**config.mk**
```make
export PLATFORM = sky130hd
export DESIGN_NAME = quad_step_decoder
export DESIGN_NICKNAME = d
export VERILOG_FILES = /design/src/rtl/quad_step_decoder.sv
export SDC_FILE = /design/constraint.sdc
export NUM_CORES = 1
export LEC_CHECK = 0
export ABC_CLOCK_PERIOD_IN_PS = 4600
export CORE_MARGIN = 2
export CORE_UTILIZATION = 55
export CTS_BUF_LIST = sky130_fd_sc_hd__clkbuf_8
export DETAILED_ROUTE_END_ITERATION = 12
export MAX_ROUTING_LAYER = met4
export PLACE_DENSITY = 0.76
export SETUP_SLACK_MARGIN = 0.15
export SLEW_MARGIN = 5
export SYNTH_ARGS = -nofsm -noshare
export SYNTH_HDL_FRONTEND = slang
export SYNTH_SLANG_ARGS = --single-unit
```
**constraint.sdc**
```tcl
create_clock -name clk -period 4.6 [get_ports clk]
set_input_delay 0.69 -clock clk [delete_from_list [all_inputs] [get_ports clk]]
set_output_delay 0.69 -clock clk [all_outputs]
set_load 0.005 [all_outputs]
```
**src/rtl/quad_step_decoder.sv**
```systemverilog
`default_nettype none
// ============================================================================
//  Module   : quad_step_decoder
//  Purpose  : Quadrature (A/B) decoder. Synchronises and glitch-filters both
//             channels, then turns legal Gray-sequence transitions into a
//             one-cycle step pulse plus a held direction level. A transition
//             that flips both channels at once is reported as an error pulse.
//  Options  : QDEC_X4_EN defined   -> x4 decoding (step on every transition)
//             QDEC_X4_EN undefined -> x1 decoding (step only on entry to 00)
//  Revision : 1.0  initial release
// ============================================================================
module quad_step_decoder #(
   parameter int FILTER_LEN  = 4,
   parameter int SYNC_STAGES = 2
) (
   input  logic clk,
   input  logic clear_n,
   input  logic a_in,
   input  logic b_in,
   output logic step,
   output logic dir_up,
   output logic err,
   output logic ready
);

   localparam int C_FCNT_W = $clog2(FILTER_LEN + 1);
   localparam int C_SCNT_W = $clog2(SYNC_STAGES + 1);
   localparam logic [C_FCNT_W-1:0] C_FCNT_LAST = C_FCNT_W'(FILTER_LEN - 1);
   localparam logic [C_SCNT_W-1:0] C_SCNT_LAST = C_SCNT_W'(SYNC_STAGES - 1);

   localparam logic [1:0] S_SYNC  = 2'd0;
   localparam logic [1:0] S_LOAD  = 2'd1;
   localparam logic [1:0] S_TRACK = 2'd2;

   // Channel vectors are ordered {A, B} throughout.
   logic [1:0]          w_raw;
   logic [1:0]          w_sync;
   logic [1:0]          w_filt;

   logic [1:0]          r_state;
   logic [1:0]          w_next;
   logic [C_SCNT_W-1:0] r_scnt;
   logic                w_load;
   logic                w_track;

   logic [1:0]          r_prev;
   logic [1:0]          w_delta;
   logic                w_up;
   logic                w_dn;
   logic                w_ill;
   logic                w_step_ev;
   logic                r_step;
   logic                r_err;
   logic                r_dir;

   // Position of a Gray code in the forward rotation 00->01->11->10.
   function automatic logic [1:0] gray_pos(input logic [1:0] g);
      return {g[1], g[1] ^ g[0]};
   endfunction

   assign w_raw = {a_in, b_in};

   generate
      for (genvar i = 0; i < 2; i++) begin : g_chan
         logic [SYNC_STAGES-1:0] r_sync;
         logic                   r_filt;
         logic [C_FCNT_W-1:0]    r_cnt;

         // Input synchroniser: shift the raw channel through SYNC_STAGES flops.
         always_ff @(posedge clk) begin
            if (!clear_n) begin
               r_sync <= '0;
            end else begin
               r_sync <= {r_sync[SYNC_STAGES-2:0], w_raw[i]};
            end
         end

         // Glitch filter: flip only after FILTER_LEN consecutive differing samples.
         always_ff @(posedge clk) begin
            if (!clear_n) begin
               r_filt <= 1'b0;
               r_cnt  <= '0;
            end else if (w_load) begin
               r_filt <= r_sync[SYNC_STAGES-1];
               r_cnt  <= '0;
            end else if (w_track) begin
               if (r_sync[SYNC_STAGES-1] == r_filt) begin
                  r_cnt <= '0;
               end else if (r_cnt == C_FCNT_LAST) begin
                  r_filt <= r_sync[SYNC_STAGES-1];
                  r_cnt  <= '0;
               end else begin
                  r_cnt <= r_cnt + C_FCNT_W'(1);
               end
            end
         end

         assign w_sync[i] = r_sync[SYNC_STAGES-1];
         assign w_filt[i] = r_filt;
      end
   endgenerate

   // Control FSM state register.
   always_ff @(posedge clk) begin
      if (!clear_n) begin
         r_state <= S_SYNC;
      end else begin
         r_state <= w_next;
      end
   end

   // Counts the cycles spent waiting for the synchronisers to fill.
   always_ff @(posedge clk) begin
      if (!clear_n) begin
         r_scnt <= '0;
      end else if ((r_state == S_SYNC) && (r_scnt != C_SCNT_LAST)) begin
         r_scnt <= r_scnt + C_SCNT_W'(1);
      end
   end

   // Control FSM next-state logic.
   always_comb begin
      w_next = r_state;
      case (r_state)
         S_SYNC:  if (r_scnt == C_SCNT_LAST) w_next = S_LOAD;
         S_LOAD:  w_next = S_TRACK;
         S_TRACK: w_next = S_TRACK;
         default: w_next = S_SYNC;
      endcase
   end

   // Control FSM outputs.
   always_comb begin
      w_load  = 1'b0;
      w_track = 1'b0;
      ready   = 1'b0;
      case (r_state)
         S_LOAD:  w_load = 1'b1;
         S_TRACK: begin
            w_track = 1'b1;
            ready   = 1'b1;
         end
         default: ;
      endcase
   end

   // Transition classification: +1 is up, -1 is down, +2 is both bits flipping.
   always_comb begin
      w_delta = gray_pos(w_filt) - gray_pos(r_prev);
      w_up    = (w_delta == 2'd1);
      w_dn    = (w_delta == 2'd3);
      w_ill   = (w_delta == 2'd2);
`ifdef QDEC_X4_EN
      w_step_ev = w_up | w_dn;
`else
      w_step_ev = (w_up | w_dn) && (w_filt == 2'b00);
`endif
   end

   // Registered decoder outputs; prev tracks the filtered position while tracking.
   always_ff @(posedge clk) begin
      if (!clear_n) begin
         r_prev <= 2'b00;
         r_step <= 1'b0;
         r_err  <= 1'b0;
         r_dir  <= 1'b1;
      end else if (w_load) begin
         r_prev <= w_sync;
         r_step <= 1'b0;
         r_err  <= 1'b0;
      end else if (w_track) begin
         r_prev <= w_filt;
         r_step <= w_step_ev;
         r_err  <= w_ill;
         if (w_step_ev) begin
            r_dir <= w_up;
         end
      end else begin
         r_step <= 1'b0;
         r_err  <= 1'b0;
      end
   end

   assign step   = r_step;
   assign err    = r_err;
   assign dir_up = r_dir;

endmodule
`default_nettype wire
```
==> flow_summary.ini <==
[clocking]
cts-root-buf = clkbuf_8
clock-sinks = 21
cts_tree = built
post-cts-setup-buffers = 0
ctsResizeCount = 0
insertion_delay_ns = 0.26
clockBufferDepth = 2
cts_hold_buf = 0
cts.reportedPaths.clkPinSlew_ns = 0.08
numCtsBuffers = 3
htreeDepth = 1

[timing]
hold_violations = 0
rsz0062_at_grt = no
max_freq_mhz = 427
finalCriticalPeriod_ns = 2.34
timing.final.crit_share_pct = 50.9
drv_slew = 0
maxSlewHeadroom_pct = 72.3
skew_ns = 0.00498
worst_pin_slew_ns = 0.414
setup_violations = 0
fin_tns_setup_ns = 0

[global_routing]
grt_pass1_vias = 590
grt-ovfl-total = 0
grt_max_degree = 16
grt_use_total_pct = 16.3
grt_use_met1_pct = 19.5
met2_usage_pct = 25.4
grt_busiest_layer = met2
grt_pass1_wl_um = 2350
antenna_found_initial = 0
grtUsageMet3_pct = 3.57

[routing]
ant_nets = 0
first_pass_iters = 2
drt-initial-drc-count = 2
via_per_inst = 5.34
vias = 646
wl_um = 1400
wire_per_inst_um = 11.6
drc = 0

[floorplan]
start_util_pct = 57.1
core-area_mm2 = 0.00167
fp.dieArea_mm2 = 0.00208
row_count = 15
ios = 8
die_h_um = 45.6
die_w_um = 45.6

[outcome]
status = completed

[finish]
final_nets = 118
drive_above_1_share_pct = 5.77
area_growth_pct = 13.6
fin_area_mm2 = 0.00108
insertedDiodeCount = 0
stdcell_count = 121

[power]
pwr-share-comb_pct = 33.5
p_clk_share_pct = 23.5
switchingPower_w = 0.000160
cell_internal_pwr_w = 0.000347
seqPwrFrac_pct = 43.1
leakage_nw = 0.478
vdd_ir_drop_max_mv = 0.360
pwr_density_cell_mw_per_mm2 = 468
swShare_pct = 31.6

[place]
hpwl_um = 1040
place_area_mm2 = 0.00104
gp_congestion = 0.808
portBuffers = 7
dp_cells = 117

[setup_path]
crit_arrival_ns = 1.65
cp.required_ns = 3.91
path_class = reg2out
worst_setup_path_start_kind = flip-flop
cp_top_family = buffers and inverters
crit_slowest_cell = clkdlybuf4s50_1
path_buf_inv = 2
end_kind = output port
critPathMaxFanout = 12
path_cells = inv_1 -> ha_1 -> clkdlybuf4s50_1
cpPeakStageDelay_ns = 0.57

[yosys]
synth_top_area_share_pct = 44.1
synth_most_common_cell = dfxtp_1
synthTopCellsByCount = dfxtp_1, ha_1, nor2b_1
synth_top_area_cell = dfxtp_1
ys.flop_type = dfxtp_1
synth_edf_count = 0
syn_nets = 108
syn_area_per_cell_um2 = 10.0
ys_seq_area_share_pct = 44.1
syn_inst = 95
yosys_register_bits = 21
synth-async-reset-ratio_pct = 0
yosys_warnings = 0
syn_area_um2 = 953
synth.distinct_cells = 24
netlist_top_cells_area = dfxtp_1, ha_1, mux2i_1, nor2b_1, o211a_1

[min_path]
min_path_type = reg2reg

[flow_run]
drv_cap = 0
## cells in the final DEF (no fill, tap or decap)
master / count
a21oi_1: 3
and2_1: 5
and3_1: 1
and4b_1: 1
clkbuf_8: 3
clkdlybuf4s50_1: 7
clkinv_2: 1
dfxtp_1: 21
ha_1: 9
inv_1: 6
mux2_2: 1
mux2i_1: 5
nand2_1: 5
nand2b_1: 5
nand3_1: 2
nand3b_1: 2
nand4_1: 1
nor2_1: 2
nor2_2: 1
nor2b_1: 7
nor3_1: 1
o211a_1: 4
o211ai_1: 2
o21ai_0: 3
xnor2_1: 3
xor2_1: 3
## layout make-up
cell class | count | area [um^2]
Fill cell | 139 | 587
Clock inverter | 1 | 5.00
Tap cell | 17 | 21.3
Clock buffer | 3 | 41.3
Inverter | 6 | 22.5
Multi-Input combinational cell | 66 | 503
Sequential cell | 21 | 420
Timing Repair Buffer | 7 | 70.1
## metal layers
metal,share of wire [%],vias to the layer above
met5,0,-
li1,-,341
met4,1.5,0
met1,51,295
met3,1.9,4
met2,46,6
## metrics by stage
stage	total power (W)	setup slack (ns)	utilization, %	hold slack (ns)
finish	0.000507	2.26	64.9	0.434
global route	0.000542	2.17	64.9	0.455
CTS	0.000512	2.25	64.9	0.435
detailed placement	0.000392	2.55	62.1	0.417
global placement	0.000389	2.58	62.1	0.415
floorplan	0.000354	3.11	-	0.412
## final timing paths
kind	endpoint	startpoint	depth (start not counted)	slack (ns)
hold / removal	g_chan[1].r_sync[1]	g_chan[1].r_sync[0]	1	0.43
hold reg to reg	g_chan[1].r_sync[1]	g_chan[1].r_sync[0]	1	0.43
setup / recovery	ready	r_state[0]	3	2.26
setup reg to reg	dir_up	g_chan[1].r_filt	7	2.95
## flip-flops by register name (all words and copies together), names as in the netlist
name	count
r_prev	2
r_state	2
dir_up	1
r_scnt	2
g_chan.r_cnt	6
g_chan.r_sync	4
step	1
g_chan.r_filt	2
err	1
## power by group through the flow
stage          Clock, W  Sequential [W]  Combinational, W
6_report       0.000119        0.000218          0.000170
5_1_grt        0.000129        0.000221          0.000192
4_1_cts        0.000122        0.000219          0.000171
3_5_place_dp          0        0.000223          0.000169
3_3_place_gp          0        0.000222          0.000167
2_1_floorplan         0        0.000220          0.000134
## kinds of logic after synthesis
| logic type | Yosys count | share of synthesized area [%] |
|---|---|---|
| flip-flops | 21 | 44.1 |
| XOR/XNOR | 6 | 5.51 |
| multiplexers | 6 | 6.43 |
| buffers and inverters | 8 | 3.15 |
| adder cells (fa/ha/maj) | 9 | 11.8 |
| AO/OA/AOI/OAI | 12 | 8.92 |
| AND/OR/NAND/NOR | 33 | 20.1 |
## worst register-to-register path: stages (launching register included)
cell	delay, ns
dfxtp_1	0.36
inv_1	0.10
ha_1	0.28
inv_1	0.04
ha_1	0.32
nand3b_1	0.20
mux2i_1	0.16
nand2_1	0.06
Note: power is estimated with default switching activity, not from simulation.
